--- config.mk ---
export PLATFORM = sky130hd
export DESIGN_NAME = match_ctrl
export DESIGN_NICKNAME = d
export VERILOG_FILES = /design/src/rtl/match_ctrl_pkg.sv /design/src/rtl/match_ctrl_frame_timer.sv /design/src/rtl/match_ctrl.sv
export SDC_FILE = /design/constraint.sdc
export NUM_CORES = 1
export LEC_CHECK = 0
export ABC_AREA = 1
export CAP_MARGIN = 20
export CORE_UTILIZATION = 40
export DETAILED_ROUTE_END_ITERATION = 8
export SYNTH_ARGS = -nofsm -noshare
export SYNTH_HDL_FRONTEND = slang
export SYNTH_SLANG_ARGS = --single-unit
--- constraint.sdc ---
create_clock -name clk -period 3.9 [get_ports clk]
set_clock_uncertainty 0.1 [all_clocks]
set_input_delay 0.78 -clock clk [delete_from_list [all_inputs] [get_ports clk]]
set_output_delay 0.78 -clock clk [all_outputs]
set_load 0.01 [all_outputs]
--- src/rtl/match_ctrl_pkg.sv ---
// -----------------------------------------------------------------------------
// match_ctrl_pkg
//  Shared definitions for the pong match sequencer and its consumers
//  (ball control and the score/state overlay decode the same state codes).
//  Contents:
//    state_t      3-bit match state codes
//    PLAYER_1/2   player identifiers used for scorer / winner / serve side
//    SCORE_W      width of one player's score counter
//    timed_state  true for the states whose exit is governed by the frame timer
// -----------------------------------------------------------------------------
package match_ctrl_pkg;

    localparam int SCORE_W = 4;

    localparam logic PLAYER_1 = 1'b0;
    localparam logic PLAYER_2 = 1'b1;

    typedef enum logic [2:0] {
        ST_IDLE  = 3'd0,
        ST_SERVE = 3'd1,
        ST_PLAY  = 3'd2,
        ST_PAUSE = 3'd3,
        ST_POINT = 3'd4,
        ST_HOLD  = 3'd5,
        ST_OVER  = 3'd6
    } state_t;

    // States in which frame ticks count down the frame timer.
    function automatic logic timed_state(input state_t s);
        return (s == ST_SERVE) || (s == ST_HOLD) || (s == ST_OVER);
    endfunction

endpackage

--- src/rtl/match_ctrl_frame_timer.sv ---
// -----------------------------------------------------------------------------
// frame_timer
//  Loadable down-counter measured in video frames. Decrements once per tick
//  and saturates at zero; a load takes priority over a simultaneous tick.
//  Ports:
//    clk       system clock
//    reset_n   asynchronous active-low reset (count clears to 0)
//    load      load load_val into the counter this clock
//    load_val  value to load (TMR_W bits)
//    tick      decrement enable (one per frame, already gated by the caller)
//    zero      high while the count is 0
// -----------------------------------------------------------------------------
module frame_timer #(
    parameter int TMR_W = 9
) (
    input  logic             clk,
    input  logic             reset_n,
    input  logic             load,
    input  logic [TMR_W-1:0] load_val,
    input  logic             tick,
    output logic             zero
);

    logic [TMR_W-1:0] count_reg;

    always_ff @(posedge clk or negedge reset_n) begin
        if (!reset_n) begin
            count_reg <= '0;
        end else if (load) begin
            count_reg <= load_val;
        end else if (tick && (count_reg != '0)) begin
            count_reg <= count_reg - TMR_W'(1);
        end
    end

    assign zero = (count_reg == '0);

endmodule

--- src/rtl/match_ctrl.sv ---
// -----------------------------------------------------------------------------
// match_ctrl
//  Round/match sequencer for the two-player pong datapath. Owns the match
//  state machine, both score counters and the frame-based delays (serve
//  delay, post-point hold, match-over timeout).
//  Ports:
//    clk         system clock
//    reset_n     asynchronous active-low reset
//    run         level, 0 forces IDLE (highest priority)
//    start       pulse, begin a match / restart from OVER
//    pause       level, freeze play while high
//    frame_tick  one-clock pulse per video frame
//    miss_1      one-clock pulse, paddle 1 missed the ball
//    miss_2      one-clock pulse, paddle 2 missed the ball
//    ball_en     ball motion enable (PLAY only)
//    serve       one-clock strobe in the first PLAY cycle after a serve delay
//    serve_dir   launch direction, 0 toward player 1, 1 toward player 2
//    score       {score_1, score_2}, binary
//    match_over  high in OVER
//    winner      winning player, valid while match_over
//    state       current state code
//  Every output comes from a register or a decode of the state register.
// -----------------------------------------------------------------------------
module match_ctrl
    import match_ctrl_pkg::*;
#(
    parameter int MAX_SCORE    = 9,
    parameter int SERVE_FRAMES = 60,
    parameter int HOLD_FRAMES  = 30,
    parameter int OVER_FRAMES  = 300,
    parameter int TMR_W        = 9
) (
    input  logic       clk,
    input  logic       reset_n,
    input  logic       run,
    input  logic       start,
    input  logic       pause,
    input  logic       frame_tick,
    input  logic       miss_1,
    input  logic       miss_2,
    output logic       ball_en,
    output logic       serve,
    output logic       serve_dir,
    output logic [7:0] score,
    output logic       match_over,
    output logic       winner,
    output logic [2:0] state
);

    state_t             state_reg, state_next;
    logic [SCORE_W-1:0] score_1_reg, score_1_next;
    logic [SCORE_W-1:0] score_2_reg, score_2_next;
    logic [SCORE_W-1:0] point_score;
    logic               serve_reg, serve_next;
    logic               serve_dir_reg, serve_dir_next;
    logic               winner_reg, winner_next;
    logic               scorer_reg, scorer_next;

    logic               tmr_load;
    logic [TMR_W-1:0]   tmr_load_val;
    logic               tmr_tick;
    logic               tmr_zero;

    // Frame ticks outside SERVE/HOLD/OVER are dropped rather than queued.
    assign tmr_tick = frame_tick && timed_state(state_reg);

    frame_timer #(
        .TMR_W(TMR_W)
    ) u_frame_timer (
        .clk     (clk),
        .reset_n (reset_n),
        .load    (tmr_load),
        .load_val(tmr_load_val),
        .tick    (tmr_tick),
        .zero    (tmr_zero)
    );

    always_ff @(posedge clk or negedge reset_n) begin
        if (!reset_n) begin
            state_reg     <= ST_IDLE;
            score_1_reg   <= '0;
            score_2_reg   <= '0;
            serve_reg     <= 1'b0;
            serve_dir_reg <= 1'b0;
            winner_reg    <= PLAYER_1;
            scorer_reg    <= PLAYER_1;
        end else begin
            state_reg     <= state_next;
            score_1_reg   <= score_1_next;
            score_2_reg   <= score_2_next;
            serve_reg     <= serve_next;
            serve_dir_reg <= serve_dir_next;
            winner_reg    <= winner_next;
            scorer_reg    <= scorer_next;
        end
    end

    always_comb begin
        state_next     = state_reg;
        score_1_next   = score_1_reg;
        score_2_next   = score_2_reg;
        serve_dir_next = serve_dir_reg;
        winner_next    = winner_reg;
        scorer_next    = scorer_reg;
        tmr_load       = 1'b0;
        tmr_load_val   = '0;
        point_score    = '0;

        if (!run) begin
            // Scores are kept so the overlay can still show them.
            state_next = ST_IDLE;
        end else begin
            unique case (state_reg)
                ST_IDLE: begin
                    if (start) begin
                        state_next     = ST_SERVE;
                        score_1_next   = '0;
                        score_2_next   = '0;
                        serve_dir_next = PLAYER_2;
                        tmr_load       = 1'b1;
                        tmr_load_val   = TMR_W'(SERVE_FRAMES);
                    end
                end

                ST_SERVE: begin
                    if (tmr_zero) begin
                        state_next = ST_PLAY;
                    end
                end

                ST_PLAY: begin
                    if (miss_1 && miss_2) begin
                        // Simultaneous misses: no point awarded, replay the serve.
                        state_next   = ST_HOLD;
                        tmr_load     = 1'b1;
                        tmr_load_val = TMR_W'(HOLD_FRAMES);
                    end else if (miss_1) begin
                        // Next ball goes to the player who conceded.
                        state_next     = ST_POINT;
                        scorer_next    = PLAYER_2;
                        serve_dir_next = PLAYER_1;
                    end else if (miss_2) begin
                        state_next     = ST_POINT;
                        scorer_next    = PLAYER_1;
                        serve_dir_next = PLAYER_2;
                    end else if (pause) begin
                        state_next = ST_PAUSE;
                    end
                end

                ST_PAUSE: begin
                    if (!pause) begin
                        state_next = ST_PLAY;
                    end
                end

                ST_POINT: begin
                    // The only place a score increments; the win check on the
                    // new value keeps scores from ever passing MAX_SCORE.
                    point_score = ((scorer_reg == PLAYER_1) ? score_1_reg : score_2_reg)
                                  + SCORE_W'(1);
                    if (scorer_reg == PLAYER_1) begin
                        score_1_next = point_score;
                    end else begin
                        score_2_next = point_score;
                    end
                    tmr_load = 1'b1;
                    if (point_score == SCORE_W'(MAX_SCORE)) begin
                        state_next   = ST_OVER;
                        winner_next  = scorer_reg;
                        tmr_load_val = TMR_W'(OVER_FRAMES);
                    end else begin
                        state_next   = ST_HOLD;
                        tmr_load_val = TMR_W'(HOLD_FRAMES);
                    end
                end

                ST_HOLD: begin
                    if (tmr_zero) begin
                        state_next   = ST_SERVE;
                        tmr_load     = 1'b1;
                        tmr_load_val = TMR_W'(SERVE_FRAMES);
                    end
                end

                ST_OVER: begin
                    // A restart request beats the timeout in the same cycle.
                    if (start) begin
                        state_next     = ST_SERVE;
                        score_1_next   = '0;
                        score_2_next   = '0;
                        serve_dir_next = PLAYER_2;
                        tmr_load       = 1'b1;
                        tmr_load_val   = TMR_W'(SERVE_FRAMES);
                    end else if (tmr_zero) begin
                        state_next   = ST_IDLE;
                        score_1_next = '0;
                        score_2_next = '0;
                    end
                end

                default: begin
                    state_next = ST_IDLE;
                end
            endcase
        end
    end

    // Strobe lands in the first PLAY cycle; a resume from PAUSE never serves.
    assign serve_next = (state_reg == ST_SERVE) && (state_next == ST_PLAY);

    assign ball_en    = (state_reg == ST_PLAY);
    assign match_over = (state_reg == ST_OVER);
    assign serve      = serve_reg;
    assign serve_dir  = serve_dir_reg;
    assign winner     = winner_reg;
    assign score      = {score_1_reg, score_2_reg};
    assign state      = state_reg;

endmodule

-- Word level (Yosys, flattened, before mapping)
Index checks and enable logic that the tools add are counted.
- register bits after elaboration: 24
- output and inout bits: 16
- logic and storage cells: 86
- $add $sub $neg: 2
- eq/ne operators: 15
- muxes and demuxes: 41
- bitwise logic cells: 1
- reduce and logical (&&, ||, !) cells: 19
- operator list (operator ; count):
    2-to-1 mux 9 bit ; 4
    case mux 9 bit (4 select lines) ; 1
    2-to-1 mux 3 bit ; 11
    2-to-1 mux 4 bit ; 6
    case mux 4 bit (3 select lines) ; 2
    case mux 3 bit (7 select lines) ; 1
    AND reduction 5 bit ; 3
    2-to-1 mux 6 bit ; 2
    2-to-1 mux 1 bit ; 10
    == test 3 x 2 -> 1 bit, second input constant ; 3
    == test 3 bit, second input constant ; 3
    zero test 9 bit ; 1
    nonzero test 9 bit ; 1
    subtractor 9 x 1 -> 9 bit, second input constant ; 1
    inequality test 2 bit, second input constant ; 4
    nonzero test 2 bit ; 3
    2-to-1 mux 5 bit ; 1
    adder 4 x 1 -> 4 bit, second input constant ; 1
    == test 4 bit, second input constant ; 1
    logical AND 1 bit ; 4
    case mux 1 bit (4 select lines) ; 1
    AND reduction 4 bit ; 1
    == test 3 x 1 -> 1 bit, second input constant ; 1
    zero test 3 bit ; 1
    other kinds (10) ; 11

-- Depth between registers and ports, before layout
Gate-level depths: netlist (run 1).
- depth after elaboration: 8
- gate-level depth with buffers: 14
- gate-level depth less buffers: 14

-- By module
From an unflattened synthesis (run 1), not the netlist that was laid out.
- cells, all modules: 260
- area, all modules: 1751.7 um2
- by module, submodules not included (module ; times used ; cells each ; area each (um2) ; seq. area each (um2)):
    match_ctrl ; 1 ; 161 ; 1092.3 ; 375.4
    frame_timer ; 1 ; 99 ; 659.4 ; 225.2

-- Least setup slack after synthesis (run 1)
No wires, ideal clock.
- path type: input to register
- start: input port miss_1
- end: register u_frame_timer.count_reg[8]
- setup time: 124 ps
- data arrival time: 1550 ps
- data required time: 3676 ps
- setup slack: 2126 ps
- stages: 7
- path buffers: 1
- path through: ha_1 > nand4_1 > nand4_1 > nand2_1 > buf_4 > nand3_1 > nand3_1
- longest elaborated chain between the ends: 5
- elaborated cells on any way between the ends: 6
- ends and longest elaborated chain (what ; line ; source):
    start, declared ; match_ctrl.sv:39 ; input logic miss_1,
    logical AND 1 bit (*) ; match_ctrl.sv:132 ; if (miss_1 && miss_2) begin
    2-to-1 mux 1 bit (*) ; match_ctrl.sv:132 ;
    case mux 1 bit (4 select lines) (*) ; match_ctrl.sv:113 ; unique case (state_reg)
    2-to-1 mux 1 bit (*) ; match_ctrl.sv:109 ; if (!run) begin
    2-to-1 mux 9 bit or nonzero test 2 bit (tied branches) ; n/a ;
    end signal, assigned ; match_ctrl_frame_timer.sv:30 ; count_reg <= load_val;
    end signal, assigned ; match_ctrl_frame_timer.sv:32 ; count_reg <= count_reg - TMR_W'(1);
    end, declared ; match_ctrl_frame_timer.sv:24 ; logic [TMR_W-1:0] count_reg;
Every way passes the cells marked *; elsewhere a longest branch is shown, timed or not.
A chain may end at the register's enable or synchronous reset.

-- Worst setup path in the final report (run 1)
- start: register state_reg[1], in the netlist state[1]
- end: output port ball_en
- longest elaborated chain between the ends: 1
- ends and longest elaborated chain (what ; line ; source):
    start, declared ; match_ctrl.sv:50 ; state_t state_reg, state_next;
    start signal, assigned ; match_ctrl.sv:88 ; state_reg <= state_next;
    == test 3 x 2 -> 1 bit ; match_ctrl.sv:212 ; assign ball_en = (state_reg == ST_PLAY);
    end, declared ; match_ctrl.sv:41 ; output logic ball_en,
Every way passes these cells.

==> flow_summary_export.csv, run 1 <==
group,metric,value,unit
grt,gr-total-overflow,0,
timing,slew_headroom,69.2,%
routing,wirelength,3570,um
clock_network,cts_hold_buf,0,
logic_synthesis,yosysMostFrequentCell,"nand2_1",
routing,route.antenna.remaining_nets,0,
routing,vias_per_cell,4.96,
clock_network,cts_made_buffers,3,
logic_synthesis,yosysSeqAreaShare,38.0,%
finish,fillers,380,
logic_synthesis,synth_edf_count,0,
timing,min_period,2.71,ns
setup_path,r2r_end,"u_frame_timer.count_reg[6]$_DFFE_PN0P_",
logic_synthesis,netlist_instances,231,
setup_path,cp.arrival,1.83,ns
setup_path,worstRegToRegCells,11,
die,start_util,42.5,%
grt,antenna_found_initial,0,
setup_path,cp.required,3.02,ns
routing,drt_pass1_iterations,4,
die,coreArea,0.00372,mm^2
power_and_ir_drop,power-per-cell-area,290,mW/mm^2
hold_path,hold_depth,2,
finish,insertedDiodeCount,0,
finish,num-nets-final,272,
finish,final_cells,304,
die,rows,22,
timing,finalCritPeriodShare,69.4,%
logic_synthesis,synth_cell_types,23,
power_and_ir_drop,ir_worst_vdd,138,uV
logic_synthesis,avgSynthCellArea,6.84,um^2
grt,grt_pass1_vias,1384,
finish,finish.utilization,51.3,%
logic_synthesis,synth.area.top_cells,"dfrtp_1 38%, nand2_1 17%, inv_1 7.6%",
clock_network,clock-sinks,24,
logic_synthesis,synth_nets,245,
clock_network,cts_root_buf,"clkbuf_8",
die,dieArea,0.00421,mm^2
clock_network,path_clk_slew,0.09,ns
placed_design,dpl.hpwl,2670,um
timing,grt_setup_unrepaired,"false",
die,ioPinCount,24,
routing,drt_iter0_drc,96,
logic_synthesis,ys_warn_count,0,
hold_path,hp-class,"reg2reg",
finish,regArea,601,um^2
power_and_ir_drop,p_leak,0.995,nW
setup_path,critPathMaxStageDelay,0.63,ns
logic_synthesis,synth_top_area_share,38.0,%
timing,finalMaxSlewViolations,0,
placed_design,place.port_buffers,23,
finish,multi_input_area,828,um^2
logic_synthesis,synth_top_area_cell,"dfrtp_1",
setup_path,crit_path_cell_trace,"inv_1 -> nor3_2 -> clkdlybuf4s50_1",
die,die-height,64.9,um
placed_design,dp.cells,301,
status,status,"complete, no violations",
logic_synthesis,syn_area,0.00158,mm^2
clock_network,htree_levels,1,
setup_path,worst_path_max_delay_cell,"clkdlybuf4s50_1",
die,die_w,64.9,um
timing,tightestPinTransition,0.460,ns
setup_path,cp.buffers_inverters,2,
setup_path,r2r_start,"u_frame_timer.count_reg[0]$_DFFE_PN0P_",
grt,grt_use_total,19.1,%
placed_design,routabilityCongestion,0.939,
setup_path,crit_family,"buffers and inverters",
setup_path,regToRegSetupSlack,1.87,ns
setup_path,cp-end-kind,"output pin",
logic_synthesis,synth_top_flop_cell,"dfrtp_1",
setup_path,crit_end,"ball_en",
setup_path,critPathKind,"reg2out",
clock_network,worstSkewPairLatency,0.27,ns
grt,grt_first_pass_wirelength,6250,um
timing,hold_violations,0,
timing,finalSetupTns,0,ns
timing,max_freq,369,MHz
logic_synthesis,ys_async_sr_fraction,100,%
finish,largest_reg_flops,9,
flow_run,max-cap-violations,0,
logic_synthesis,ys_top_cells_by_count,"70 x nand2_1, 32 x inv_1, 26 x nor2_1",
finish,drive_gt1_share,8.20,%
routing,vias,1507,
timing,setup-violations-final,0,
clock_network,cts_tree,"built",
setup_path,startpoint,"state[1]$_DFF_PN0_",
finish,area_growth,20.7,%
setup_path,path_max_fanout,7,
clock_network,clock_path_buffers,2,
routing,wl_per_cell,11.7,um
routing,drc_errors,0,
clock_network,cts.repair.resized,0,
clock_network,post_cts_buffers,0,
grt,grt_max_degree,25,
power_and_ir_drop,fin_total_pwr,0.554,mW
setup_path,cp.depth,3,
logic_synthesis,synth_seq_cells,24,
setup_path,start_kind,"flip-flop",
report_power, final:
part           switching [mW]  internal, mW  total [mW]
Sequential             0.0179         0.269       0.287
Clock                  0.0810        0.0692       0.150
Combinational          0.0709        0.0453       0.116
Total                   0.170         0.384       0.554
metal layers:
metal / vias up / track usage (%) / part of all wire [%]
met5: - / 0 / 0
met4: 0 / 5.56 / 1.1
met3: 5 / 2.64 / 4.8
met2: 45 / 28.9 / 42
met1: 677 / 27.8 / 52
li1: 780 / - / -
worst min path at each step:
| stage | from | endpoint |
|---|---|---|
| 3_3_place_gp | winner$_DFFE_PN0P_ | winner$_DFFE_PN0P_ |
| 2_1_floorplan | reset_n | score_1_reg[0]$_DFFE_PN0P_ |
| 4_1_cts | winner$_DFFE_PN0P_ | winner$_DFFE_PN0P_ |
| 3_5_place_dp | winner$_DFFE_PN0P_ | winner$_DFFE_PN0P_ |
| 6_report | winner$_DFFE_PN0P_ | winner$_DFFE_PN0P_ |
| 5_1_grt | winner$_DFFE_PN0P_ | winner$_DFFE_PN0P_ |
kinds of logic after synthesis:
logic type | synth area share, %
AND/OR/NAND/NOR | 37.4
buffers and inverters | 9.58
flip-flops | 38.0
AO/OA/AOI/OAI | 8.08
adder cells (fa/ha/maj) | 4.75
XOR/XNOR | 2.22
area by class of cell:
cell class | instances | share of cell area [%]
sequential | 24 | 31.5
tap | 48 | 3.15
multi-input combinational | 168 | 43.4
timing repair buffer | 24 | 12.5
clock buffer | 3 | 2.17
inverter | 37 | 7.28
through the flow:
step | setup WS, ns | cell area [um^2] | hold WS (ns)
final | 1.19 | 1910 | 0.407
after CTS | 1.22 | 1910 | 0.408
after detailed placement | 1.30 | 1870 | 0.386
after floorplan | 2.13 | 1580 | 0.379
after global routing | 1.12 | 1910 | 0.446
after global placement | 1.34 | 1870 | 0.382
cells in the final DEF, fill, tap and decap left out, types with 2 or more instances in the layout:
cell type	instances
inv_1	32
nand2_1	70
nand3_1	20
nand4_1	5
nor2_1	26
xor2_1	4
clkbuf_8	3
o21ai_0	7
o211ai_2	2
nor3_1	5
inv_2	5
ha_1	6
nand2_2	6
dfrtp_1	24
clkdlybuf4s50_1	23
a21oi_1	8
nor2_2	3
tightest hold or removal path: cells and delay by family, from the launching register on:
kind / cells / cell delay (ns)
DFF: 1 / 0.36
and+or+nand+nor: 1 / 0.06
AOI/OAI and AO/OA: 1 / 0.06
(Power assumes the default switching activity.)
==> run 2, diff against run 1 <==
Clock period 3.9 ns to 2.6 ns, I/O delays scaled along.
==> run 2 against run 1 <==
Net effect: non-clock buffer count is 2 higher; critical path depth increased by 1; die area stayed put; first-iteration DRC count fell by 15%; wire length fell by 5.4%; global-route usage fell by 1.2 points; utilization is 1.2 points higher; count of clock-buffer cells in the layout stayed put; register-to-register slack lost 1.3 ns.
==> flow_summary_export.csv, run 2 (synthesized netlist as in run 1, its figures left out) <==
group,metric,value,unit
status,status,"complete, no violations",
grt,gr-total-overflow,0,
placed_design,routabilityCongestion,0.891,
timing,tightestPinTransition,0.388,ns
finish,largest_reg_flops,9,
finish,area_growth,23.5,%
die,die-height,64.9,um
setup_path,cp.arrival,1.64,ns
timing,min_period,2.26,ns
routing,vias_per_cell,4.87,
grt,grt_pass1_vias,1359,
clock_network,worstSkewPairLatency,0.27,ns
clock_network,cts_hold_buf,0,
finish,finish.utilization,52.5,%
clock_network,htree_levels,1,
routing,drc_errors,0,
timing,setup-violations-final,0,
clock_network,clock_path_buffers,2,
finish,layout_commonest_cell,"nand2_1",
setup_path,crit_end,"match_over",
clock_network,path_clk_slew,0.09,ns
placed_design,placed_cell_area,0.00188,mm^2
grt,grt_util_met1,26.0,%
timing,finalSetupTns,0,ns
grt,antenna_found_initial,0,
setup_path,critPathMaxStageDelay,0.54,ns
setup_path,regToRegSetupSlack,0.57,ns
placed_design,dpl.hpwl,2630,um
clock_network,post_cts_buffers,0,
clock_network,cts_root_buf,"clkbuf_8",
setup_path,worst_path_max_delay_cell,"clkdlybuf4s50_1",
timing,finalCritPeriodShare,87.0,%
setup_path,cp.buffers_inverters,3,
setup_path,worstRegToRegCells,11,
setup_path,cp.required,1.98,ns
setup_path,r2r_start,"u_frame_timer.count_reg[0]$_DFFE_PN0P_",
finish,num-nets-final,274,
grt,grt_use_total,17.9,%
setup_path,crit_path_cell_trace,"inv_2 -> nand3_1 -> inv_1 -> clkdlybuf4s50_1",
timing,max_freq,442,MHz
setup_path,cp-end-kind,"output pin",
clock_network,cts_made_buffers,3,
power_and_ir_drop,p_leak,1.02,nW
grt,groute.layer.met3.usage,1.58,%
grt,grtUsageMet2,27.6,%
finish,drive_gt1_share,9.27,%
die,start_util,42.5,%
grt,grt_first_pass_wirelength,5890,um
flow_run,max-cap-violations,0,
finish,insertedDiodeCount,0,
timing,slew_headroom,74.0,%
grt,busiest_layer,"met2",
routing,vias,1495,
timing,hold_violations,0,
routing,wl_per_cell,11.0,um
setup_path,path_max_fanout,8,
grt,grt_max_degree,25,
finish,layout_common_cells,"70 x nand2_1, 32 x inv_1, 26 x nor2_1, 24 x dfrtp_1, 23 x clkdlybuf4s50_1",
power_and_ir_drop,fin_total_pwr,0.934,mW
setup_path,r2r_end,"u_frame_timer.count_reg[7]$_DFFE_PN0P_",
clock_network,clock-sinks,24,
die,dieArea,0.00421,mm^2
timing,grt_setup_unrepaired,"false",
die,coreArea,0.00372,mm^2
power_and_ir_drop,ir_worst_vdd,207,uV
setup_path,critPathKind,"reg2out",
clock_network,cts.repair.resized,0,
routing,drt_iter0_drc,82,
power_and_ir_drop,power-per-cell-area,478,mW/mm^2
setup_path,startpoint,"state[0]$_DFF_PN0_",
setup_path,start_kind,"flip-flop",
die,ioPinCount,24,
setup_path,cp.depth,4,
die,die_w,64.9,um
routing,drt_pass1_iterations,5,
placed_design,place.port_buffers,23,
die,rows,22,
routing,route.antenna.remaining_nets,0,
finish,fin_area,0.00195,mm^2
routing,wirelength,3380,um
setup_path,crit_family,"buffers and inverters",
timing,finalMaxSlewViolations,0,
hold_path,hp-class,"reg2reg",
clock_network,cts_tree,"built",
timing,hold_slack,0.416,ns
## run 2: power by group
part / switching [mW] / internal (mW) / leakage, nW
sequential: 0.0241 / 0.404 / 0.314
clock: 0.127 / 0.206 / 0.0357
combinational: 0.104 / 0.0687 / 0.670
total: 0.255 / 0.679 / 1.02
## run 2: worst min path at each step
stage | start | to | slack [ns] | cells after the start
after floorplan | reset_n | score_1_reg[0]$_DFFE_PN0P_ | 0.12 | 0
after global placement | winner$_DFFE_PN0P_ | winner$_DFFE_PN0P_ | 0.39 | 2
after detailed placement | score_1_reg[1]$_DFFE_PN0P_ | score_1_reg[1]$_DFFE_PN0P_ | 0.39 | 2
after CTS | score_1_reg[1]$_DFFE_PN0P_ | score_1_reg[1]$_DFFE_PN0P_ | 0.41 | 2
after global routing | score_1_reg[0]$_DFFE_PN0P_ | score_1_reg[0]$_DFFE_PN0P_ | 0.45 | 2
final | winner$_DFFE_PN0P_ | winner$_DFFE_PN0P_ | 0.42 | 2
## run 2: stage by stage
stage | setup slack (ns) | instances
global route | 0.272 | 307
floorplan | 0.877 | 231
detailed placement | 0.290 | 303
global placement | 0.353 | 303
CTS | 0.332 | 307
finish | 0.337 | 307
## run 2: cell type report
cell class | instances | area (um^2)
clock inverter | 1 | 30.0
timing repair buffer | 26 | 253
sequential | 24 | 601
inverter | 37 | 139
tap | 48 | 60.1
clock buffer | 3 | 41.3
multi-input combinational | 168 | 828
fill | 404 | 1760
## run 2: worst min-delay path, delay by kind of cell, from the launching register on
| family | cells | cell delay, ns |
|---|---|---|
| AO/OA/AOI/OAI | 1 | 0.06 |
| flip-flops | 1 | 0.37 |
| AND/OR/NAND/NOR | 1 | 0.06 |
## run 2: routing by layer
layer,up-vias,routed length (um)
li1,780,-
met1,674,1710
met2,36,1470
met3,5,156
met4,0,47
met5,-,0
